**src/rtl/riscv_pkg.sv**
```systemverilog
// Shared RV32I load definitions: funct3 encodings, the load sequencer state
// type and the request legality check used before any memory traffic.
package riscv_pkg;

  localparam logic [2:0] LB  = 3'b000;
  localparam logic [2:0] LH  = 3'b001;
  localparam logic [2:0] LW  = 3'b010;
  localparam logic [2:0] LBU = 3'b100;
  localparam logic [2:0] LHU = 3'b101;

  typedef enum logic [1:0] {
    IDLE = 2'd0,
    REQ  = 2'd1,
    WAIT = 2'd2,
    RESP = 2'd3
  } ld_state_t;

  // A load faults before issue when funct3 is not a load encoding or the
  // address is not naturally aligned for the access size.
  function automatic logic load_fault(input logic [2:0] funct3, input logic [1:0] addr_lo);
    logic fault;
    fault = 1'b0;
    case (funct3)
      LB, LBU: fault = 1'b0;
      LH, LHU: fault = addr_lo[0];
      LW:      fault = (addr_lo != 2'b00);
      default: fault = 1'b1;
    endcase
    return fault;
  endfunction

endpackage

```
**src/rtl/load_data_extend.sv**
```systemverilog
// Combinational lane select and sign/zero extension of a loaded RV32 word.
// Kept standalone so a store-forwarding path can reuse the same extender.
module load_data_extend
  import riscv_pkg::*;
#(
  parameter int XLEN = 32
) (
  input  logic [2:0]      funct3,
  input  logic [1:0]      addr_lo,
  input  logic [XLEN-1:0] word,
  output logic [XLEN-1:0] data
);

  logic [7:0]  byte_lane;
  logic [15:0] half_lane;

  // Pick the addressed byte/halfword, then extend according to funct3.
  always_comb begin
    byte_lane = 8'h00;
    half_lane = 16'h0000;
    data      = {XLEN{1'b0}};

    case (addr_lo)
      2'b00:   byte_lane = word[7:0];
      2'b01:   byte_lane = word[15:8];
      2'b10:   byte_lane = word[23:16];
      2'b11:   byte_lane = word[31:24];
      default: byte_lane = 8'h00;
    endcase

    if (addr_lo[1]) begin
      half_lane = word[31:16];
    end else begin
      half_lane = word[15:0];
    end

    case (funct3)
      LB:      data = {{(XLEN-8){byte_lane[7]}}, byte_lane};
      LBU:     data = {{(XLEN-8){1'b0}}, byte_lane};
      LH:      data = {{(XLEN-16){half_lane[15]}}, half_lane};
      LHU:     data = {{(XLEN-16){1'b0}}, half_lane};
      LW:      data = word;
      default: data = {XLEN{1'b0}};
    endcase
  end

endmodule

```
**src/rtl/load_extend_ctrl.sv**
```systemverilog
// Single-outstanding RV32I load sequencer: accepts a request, issues the
// word-aligned memory read, waits (optionally bounded) for data, extends the
// addressed lane and holds the result until writeback takes it.
module load_extend_ctrl
  import riscv_pkg::*;
#(
  parameter int XLEN           = 32,
  parameter int ADDR_WIDTH     = 32,
  parameter int TIMEOUT_CYCLES = 64
) (
  input  logic                  clk,
  input  logic                  rst_n,
  input  logic                  req_valid,
  output logic                  req_ready,
  input  logic [2:0]            req_funct3,
  input  logic [ADDR_WIDTH-1:0] req_addr,
  input  logic [4:0]            req_rd,
  output logic                  mem_req_valid,
  input  logic                  mem_req_ready,
  output logic [ADDR_WIDTH-1:0] mem_req_addr,
  input  logic                  mem_rvalid,
  input  logic [XLEN-1:0]       mem_rdata,
  input  logic                  mem_err,
  output logic                  wb_valid,
  input  logic                  wb_ready,
  output logic [XLEN-1:0]       wb_data,
  output logic [4:0]            wb_rd,
  output logic                  wb_err
);

  // Counter only needs to reach TIMEOUT_CYCLES-1; a zero timeout disables it.
  localparam int CNT_W = (TIMEOUT_CYCLES > 1) ? $clog2(TIMEOUT_CYCLES) : 1;
  localparam bit TO_EN = (TIMEOUT_CYCLES > 0);
  localparam logic [CNT_W-1:0] CNT_MAX = CNT_W'(TO_EN ? TIMEOUT_CYCLES - 1 : 0);

  ld_state_t             state_q, state_d;
  logic [CNT_W-1:0]      cnt_q, cnt_d;
  logic [2:0]            funct3_q, funct3_d;
  logic [ADDR_WIDTH-1:0] addr_q, addr_d;
  logic [4:0]            rd_q, rd_d;

  logic                  req_ready_q, req_ready_d;
  logic                  mem_req_valid_q, mem_req_valid_d;
  logic [ADDR_WIDTH-1:0] mem_req_addr_q, mem_req_addr_d;
  logic                  wb_valid_q, wb_valid_d;
  logic [XLEN-1:0]       wb_data_q, wb_data_d;
  logic [4:0]            wb_rd_q, wb_rd_d;
  logic                  wb_err_q, wb_err_d;

  logic [XLEN-1:0]       ext_data;
  logic                  timeout_hit;

  load_data_extend #(
    .XLEN(XLEN)
  ) u_extend (
    .funct3 (funct3_q),
    .addr_lo(addr_q[1:0]),
    .word   (mem_rdata),
    .data   (ext_data)
  );

  assign timeout_hit = TO_EN && (cnt_q == CNT_MAX);

  // Next-state, request latching and result capture; outputs are derived
  // from the next state so every port is driven straight from a flop.
  always_comb begin
    state_d  = state_q;
    cnt_d    = cnt_q;
    funct3_d = funct3_q;
    addr_d   = addr_q;
    rd_d     = rd_q;
    wb_data_d = wb_data_q;
    wb_rd_d   = wb_rd_q;
    wb_err_d  = wb_err_q;

    case (state_q)
      IDLE: begin
        if (req_valid) begin
          funct3_d = req_funct3;
          addr_d   = req_addr;
          rd_d     = req_rd;
          if (load_fault(req_funct3, req_addr[1:0])) begin
            // Faulting requests skip the bus entirely.
            state_d   = RESP;
            wb_data_d = {XLEN{1'b0}};
            wb_rd_d   = req_rd;
            wb_err_d  = 1'b1;
          end else begin
            state_d = REQ;
          end
        end else begin
          state_d = IDLE;
        end
      end

      REQ: begin
        if (mem_req_ready) begin
          state_d = WAIT;
          cnt_d   = {CNT_W{1'b0}};
        end else begin
          state_d = REQ;
        end
      end

      WAIT: begin
        // Data arriving on the timeout cycle still wins.
        if (mem_rvalid) begin
          state_d  = RESP;
          wb_rd_d  = rd_q;
          wb_err_d = mem_err;
          if (mem_err) begin
            wb_data_d = {XLEN{1'b0}};
          end else begin
            wb_data_d = ext_data;
          end
        end else if (timeout_hit) begin
          state_d   = RESP;
          wb_rd_d   = rd_q;
          wb_err_d  = 1'b1;
          wb_data_d = {XLEN{1'b0}};
        end else begin
          cnt_d = cnt_q + {{(CNT_W-1){1'b0}}, 1'b1};
        end
      end

      RESP: begin
        if (wb_ready) begin
          state_d   = IDLE;
          wb_data_d = {XLEN{1'b0}};
          wb_rd_d   = 5'd0;
          wb_err_d  = 1'b0;
        end else begin
          state_d = RESP;
        end
      end

      default: begin
        state_d = IDLE;
      end
    endcase

    req_ready_d     = (state_d == IDLE);
    mem_req_valid_d = (state_d == REQ);
    wb_valid_d      = (state_d == RESP);
    if (state_d == REQ) begin
      mem_req_addr_d = {addr_d[ADDR_WIDTH-1:2], 2'b00};
    end else begin
      mem_req_addr_d = {ADDR_WIDTH{1'b0}};
    end
  end

  // State, latched request fields and registered outputs.
  always_ff @(posedge clk or negedge rst_n) begin
    if (!rst_n) begin
      state_q         <= IDLE;
      cnt_q           <= {CNT_W{1'b0}};
      funct3_q        <= 3'b000;
      addr_q          <= {ADDR_WIDTH{1'b0}};
      rd_q            <= 5'd0;
      req_ready_q     <= 1'b0;
      mem_req_valid_q <= 1'b0;
      mem_req_addr_q  <= {ADDR_WIDTH{1'b0}};
      wb_valid_q      <= 1'b0;
      wb_data_q       <= {XLEN{1'b0}};
      wb_rd_q         <= 5'd0;
      wb_err_q        <= 1'b0;
    end else begin
      state_q         <= state_d;
      cnt_q           <= cnt_d;
      funct3_q        <= funct3_d;
      addr_q          <= addr_d;
      rd_q            <= rd_d;
      req_ready_q     <= req_ready_d;
      mem_req_valid_q <= mem_req_valid_d;
      mem_req_addr_q  <= mem_req_addr_d;
      wb_valid_q      <= wb_valid_d;
      wb_data_q       <= wb_data_d;
      wb_rd_q         <= wb_rd_d;
      wb_err_q        <= wb_err_d;
    end
  end

  assign req_ready     = req_ready_q;
  assign mem_req_valid = mem_req_valid_q;
  assign mem_req_addr  = mem_req_addr_q;
  assign wb_valid      = wb_valid_q;
  assign wb_data       = wb_data_q;
  assign wb_rd         = wb_rd_q;
  assign wb_err        = wb_err_q;

endmodule

```
**config.mk**
```make
export PLATFORM = sky130hd
export DESIGN_NAME = load_extend_ctrl
export DESIGN_NICKNAME = d
export VERILOG_FILES = /design/src/rtl/riscv_pkg.sv /design/src/rtl/load_data_extend.sv /design/src/rtl/load_extend_ctrl.sv
export SDC_FILE = /design/constraint.sdc
export NUM_CORES = 1
export LEC_CHECK = 0
export ABC_AREA = 1
export ABC_CLOCK_PERIOD_IN_PS = 2600
export BUFFER_PORTS_ARGS = -buffer_cell sky130_fd_sc_hd__buf_2
export CAP_MARGIN = 20
export CORE_MARGIN = 3
export CORE_UTILIZATION = 56
export DETAILED_ROUTE_END_ITERATION = 8
export GPL_TIMING_DRIVEN = 0
export MAX_ROUTING_LAYER = met4
export PLACE_DENSITY = 0.88
export SYNTH_ARGS = -nofsm -noshare
export SYNTH_HDL_FRONTEND = slang
export SYNTH_SLANG_ARGS = --single-unit
```
**constraint.sdc**
```tcl
create_clock -name clk -period 2.6 [get_ports clk]
set_clock_uncertainty 0.1 [all_clocks]
set_input_delay 0.26 -clock clk [delete_from_list [all_inputs] [get_ports clk]]
set_output_delay 0.26 -clock clk [all_outputs]
set_load 0.1 [all_outputs]
```
### Yosys cells after proc, flatten, opt, wreduce, memory -nomap -nowiden

Cells that the tools add are included.

| storage, ports and cells | value |
|---|---|
| bits in registers | 121 |
| bits of input ports | 79 |
| output and inout bits | 73 |
| logic and storage cells | 90 |

| cells by class | value |
|---|---|
| $add $sub $neg | 1 |
| equality and inequality tests | 24 |
| mux-type cells | 39 |
| reduce and logical (&&, ||, !) cells | 13 |

Operators by type and width:

| kind | count |
|---|---|
| $mux 32 | 9 |
| $pmux 32 s5 | 1 |
| $pmux 32 s3 | 1 |
| $pmux 8 s4 | 1 |
| $mux 5 | 5 |
| $mux 6 | 3 |
| $mux 16 | 1 |
| $pmux 5 s3 | 1 |
| $eq 3x3->1 const B | 4 |
| $mux 2 | 6 |
| $ne 2x2->1 const B | 6 |
| $pmux 6 s2 | 1 |
| $eq 2x2->1 const B | 5 |
| $pmux 2 s4 | 1 |
| $mux 1 | 7 |
| $add 6x1->6 const B | 1 |
| $eq 2x1->1 const B | 3 |
| $eq 3x1->1 const B | 2 |
| $eq 3x2->1 const B | 2 |
| $eq 6x6->1 const B | 1 |
| $logic_not 2->1 | 3 |
| $logic_not 3->1 | 2 |
| $pmux 1 s3 | 2 |
| $reduce_and 5->1 | 1 |
| 6 further kinds | 8 |

### Depth between registers and ports, before layout

| depth | value |
|---|---|
| word-level depth | 10 |
| mapped depth | 10 |
| depth with buffers taken out | 9 |

### Cells and area by module

A second synthesis with hierarchy kept.

| unflattened totals | value |
|---|---|
| cell total of the unflattened synthesis | 759 |
| area, all modules | 5883.1 um2 |

By module, submodules not included:

| module | times used | cells each | area an instance (um2) | seq. area each (um2) |
|---|---|---|---|---|
| load_extend_ctrl | 1 | 504 | 4799.6 | 2977.9 |
| load_data_extend | 1 | 255 | 1083.5 | 0.0 |

### Least setup slack after synthesis

No wires, ideal clock.

| timing | value |
|---|---|
| kind | reg2reg |
| from | register state_q[0] |
| to | register mem_req_addr_q[19], in the netlist mem_req_addr[19] |
| setup time | 0.124 ns |
| arrival time | 1.344 ns |
| data required time | 2.376 ns |
| path slack | 1.031 ns |
| stages on the path, launching flop included | 9 |
| path buffers | 2 |
| clock period less this slack | 1.569 ns |
| cell sequence | dfrtp_1 -> nor2_1 -> nand2_2 -> inv_2 -> buf_2 -> buf_6 -> or2_1 -> o21ai_1 -> nor2_1 |

| on the way | value |
|---|---|
| cells in the longest elaborated chain, start to end | 5 |
| elaborated cells between the ends (all ways) | 10 |
| those cells by class | eq/ne (4); mux (5); reduce/logical (1) |

RTL lines:

| what | line | source |
|---|---|---|
| start: declaration | load_extend_ctrl.sv:36 | `ld_state_t state_q, state_d;` |
| start signal: assignment | load_extend_ctrl.sv:168 | `state_q <= state_d;` |
| $mux 2 | load_extend_ctrl.sv:116 | `end else if (timeout_hit) begin` |
| $mux 2 | load_extend_ctrl.sv:107 | `if (mem_rvalid) begin` |
| $pmux 2 s4 | load_extend_ctrl.sv:76 | `case (state_q)` |
| $eq 2x1->1 | load_extend_ctrl.sv:145 | `if (state_d == REQ) begin` |
| $mux 32 (*) | load_extend_ctrl.sv:145 |  |
| named net mem_req_addr_d[19] | load_extend_ctrl.sv:44 | `logic [ADDR_WIDTH-1:0] mem_req_addr_q, mem_req_addr_d;` |
| end signal: assignment | load_extend_ctrl.sv:162 | `mem_req_addr_q <= {ADDR_WIDTH{1'b0}};` |
| end signal: assignment | load_extend_ctrl.sv:175 | `mem_req_addr_q <= mem_req_addr_d;` |
| end: declaration | load_extend_ctrl.sv:44 |  |

The timed path passes the listed nets; every way through them passes the cells marked *.
A chain may end at the register's enable or synchronous reset.

### Worst setup path after layout

| timing | value |
|---|---|
| from | register cnt_q[0] |
| to | register wb_data_q[31], in the netlist wb_data[31] |

| on the way | value |
|---|---|
| cells in the longest elaborated chain, start to end | 3 |

RTL lines:

| what | line | source |
|---|---|---|
| start: declaration | load_extend_ctrl.sv:37 | `logic [CNT_W-1:0] cnt_q, cnt_d;` |
| start signal: assignment | load_extend_ctrl.sv:156 | `cnt_q <= {CNT_W{1'b0}};` |
| start signal: assignment | load_extend_ctrl.sv:169 | `cnt_q <= cnt_d;` |
| $eq 6x6->1 | load_extend_ctrl.sv:62 | `assign timeout_hit = TO_EN && (cnt_q == CNT_MAX);` |
| $ne 3x3->1 (no source line) | n/a |  |
| $reduce_and 5->1 (no source line) | n/a |  |
| end signal: assignment | load_extend_ctrl.sv:164 | `wb_data_q <= {XLEN{1'b0}};` |
| end signal: assignment | load_extend_ctrl.sv:177 | `wb_data_q <= wb_data_d;` |
| end: declaration | load_extend_ctrl.sv:46 | `logic [XLEN-1:0] wb_data_q, wb_data_d;` |

Every way passes these cells.

==> results.md <==
- Outcome: finished, final reports clean
- Worst path most repeated cell: nand2_1
- Antenna-violating nets left: 0
- Final wirelength: 15,300 um
- Final Non-Filler Cells: 1,039
- Initial DRC count: 292
- Pwr Density: 1430 nW/um^2
- Fillers: 593
- Reg2Reg Setup Slack: 0.72 ns
- RSZ-0062 raised after global routing: false
- Final setup vio count: 0
- Worst Hold Class: primary input to flip-flop
- Comb pwr share: 50.5%
- Crit path launch type: flip-flop
- Peak VDD IR: 924 uV
- Asr flop ratio synth: 100%
- Worst slack at placement: 0.760 ns
- Ys Warns: 0
- Largest net degree at the start of global routing: 65
- Hold Fails Final Rpt: 0
- Top cells by count, synth: nand2_1 (221), dfrtp_1 (119), nor2_1 (76)
- Static Leakage: 4.23 nW
- Die ar.: 10,900 sq um
- Vias: 5,167
- CP cell instances: ha_1 -> nand2_1 -> nor2_1 -> nand2_1 -> nand3_2 -> nand3_1 -> buf_4 -> buf_4 -> nand2_1 -> nand2_1
- Post-route minimum period: 1.88 ns
- Main synth FF type: dfrtp_1
- Post-DP HPWL: 9760 um
- GRT Overall Usage: 30.2%
- Total global routing overflow: 0
- Crit-path slowest cell: dfrtp_1
- Num CTS Buffers: 17
- IO Pins: 152
- Placed insts: 960
- Switch Pwr: 5.39 mW
- Layout net count: 976
- Post-Syn Instances: 680
- Die Y: 104 um
- Worst setup path class: flip-flop to flip-flop
- Reg-to-reg startpoint: cnt_q[0]$_DFFE_PN0P_
- H-tree levels: 4
- Max Buffers Root-to-Sink: 2
- Net Sw Frac: 50.8%
- Period utilisation layout: 72.5%
- Reg2reg path depth: 10
- Hold Path Origin: mem_rdata[0]
- Post-cts resize count: 0
- F_max: 531 MHz
- Cell variety after synth: 29
- Number of synthesized flops with an enable pin: 0
- Placeable core region: 9330 sq um
- Initial antenna violation count: 2
- Mapped Area: 5410 sq um
- Terminus of the critical flop-to-flop path: wb_data[31]$_DFFE_PN0P_
- Vias in the first global route: 5,273
- Post-route setup slack: 0.716 ns
- IO Port Bufs: 149
- Drt pass-1 iters: 5
- CP arrival: 2.18 ns
- Worst skew pair latency: 0.51 ns
- Row cnt: 35
- CP max FO: 10
- CP Data Required Time: 2.90 ns
- Area Overhead vs Synth: 37.6%
- Die width: 104 um
- Sequential power share: 26.2%
- Pint: 5.22 mW
- Pins over their slew limit: 0
- Worst-Margin Slew: 0.614 ns
- First-pass GRT wire length: 25,500 um
- Hold EP: wb_data[0]$_DFFE_PN0P_
- Initial Util: 58.0%
- Fin Setup TNS: 0 ns
- WL per Instance: 14.7 um
- Layout cells sized above 1: 25.2%
- Mean Syn Cell Area: 7.95 sq um
- Clock Root Buffer: clkbuf_8
- Worst Path Buf+Inv: 2
- Smallest hold slack: 0.0111 ns
- Synth Register Bits: 119
- Post-synth top area cell: dfrtp_1
- Overall power: 10.6 mW
- Most frequent cell after synthesis: nand2_1
- # DRC: 0
- Clock share of power: 23.2%
- Worst Setup End Kind: flip-flop
- Vias per inst: 4.97
- CTS tree: done
- CP top delay family: simple AND/OR/NAND/NOR gates
- Worst-path clk slew: 0.06 ns
- Worst slew margin: 59.0%
- Clk sinks: 119
- Synth top area share: 55.1%
- Gpl congestion: 0.911
- Max-Cap Viols: 0
- CP peak stage delay: 0.39 ns
- Share of the yosys chip area belonging to registers: 55.1%
- Top post-synthesis cells by area: dfrtp_1 (55%), nand2_1 (15%), nor2_1 (5.3%), inv_1 (4.2%), nand3_1 (3.1%)
- Hold Path Depth: 5
==> worst min-delay path, delay by kind of cell <==
kind | cells | cell delay (ns)
simple gates | 3 | 0.19
buf+inv | 2 | 0.13
==> cell families (layout without fill, tap and decap cells) <==
logic type	Yosys count	in the layout	share of synthesized area [%]
adder cells (fa/ha/maj)	1	1	0.231
AND/OR/NAND/NOR	375	375	29.1
other	1	4	0.0693
AO/OA/AOI/OAI	66	66	6.22
XOR/XNOR	3	3	0.486
buffers and inverters	115	342	8.81
flip-flops	119	119	55.1
==> placed cells by master (no fill, tap or decap), types with 2 or more instances in the layout <==
master	n
or2_0	20
inv_6	4
buf_6	3
inv_1	61
dlygate4sd3_1	46
o21ai_1	32
nor2_1	76
o21ai_0	31
bufinv_16	4
buf_4	5
clkinv_4	3
xor2_1	3
nand2_1	221
or2_1	10
nor2_2	2
conb_1	2
clkbuf_1	10
clkbuf_16	16
buf_2	157
buf_1	2
inv_2	25
nand3_1	33
nand4_1	7
diode_2	2
clkbuf_8	2
nor2_4	2
dfrtp_1	119
==> layout make-up <==
type / count / area (sq um) / area share (%)
flip-flops and latches: 119 / 2980 / 40.0
multi-input cells: 447 / 1960 / 26.3
inverters: 87 / 327 / 4.39
plain buffers: 28 / 150 / 2.02
well taps: 129 / 161 / 2.17
diodes: 2 / 5.00 / 0.0673
clock inverters: 13 / 194 / 2.61
repair buffers: 196 / 1240 / 16.7
clock buffers: 18 / 428 / 5.75
==> flip-flops by register name (all words and copies together) (netlist names), 2 cells and up <==
signal	cells
addr_q	32
wb_data	32
mem_req_addr	30
funct3_q	3
rd_q	5
state_q	2
wb_rd	5
cnt_q	6
==> worst max path at each step <==
stage                                    start                          to  slack [ns]  cells after the start
after floorplan           state_q[0]$_DFF_PN0_  mem_req_addr[19]$_DFF_PN0_        1.03                      8
after global placement                   rst_n  mem_req_addr[14]$_DFF_PN0_       -0.20                      1
after detailed placement  state_q[1]$_DFF_PN0_     wb_data[31]$_DFFE_PN0P_        0.76                      8
after CTS                 cnt_q[0]$_DFFE_PN0P_     wb_data[31]$_DFFE_PN0P_        0.72                     10
after global routing      state_q[1]$_DFF_PN0_     wb_data[29]$_DFFE_PN0P_        0.55                      8
final                     cnt_q[0]$_DFFE_PN0P_     wb_data[31]$_DFFE_PN0P_        0.72                     10
==> metal layers <==
metal | vias to the layer above | GRT usage, % | share of wire [%]
met5 | - | - | 0
met4 | 0 | 10.8 | 2.3
met3 | 35 | 8.19 | 8.3
li1 | 2503 | - | -
met1 | 2379 | 36.4 | 41
met2 | 250 | 49.1 | 49
==> power groups by stage <==
stage	combinational [mW]	sequential, mW	clock, mW
floorplan	2.03	4.90	0
global placement	5.10	2.76	0
detailed placement	5.20	2.79	0
CTS	5.29	2.77	2.47
global route	5.78	2.85	2.57
finish	5.36	2.78	2.47
==> per-stage QoR <==
step | utilization (%) | instance area (sq um)
final | 79.8 | 7440
after global routing | 79.8 | 7440
after CTS | 79.7 | 7440
after detailed placement | 68.1 | 6350
after global placement | 67.8 | 6320
after floorplan | - | 5410
==> what timing repair did <==
item | 4_1_cts | 5_1_grt
hold buffers | 46 | 0
setup buffers | 0 | 0
endpoints found under the hold margin | 129 | 0
Note: power is estimated with default switching activity, not from simulation.
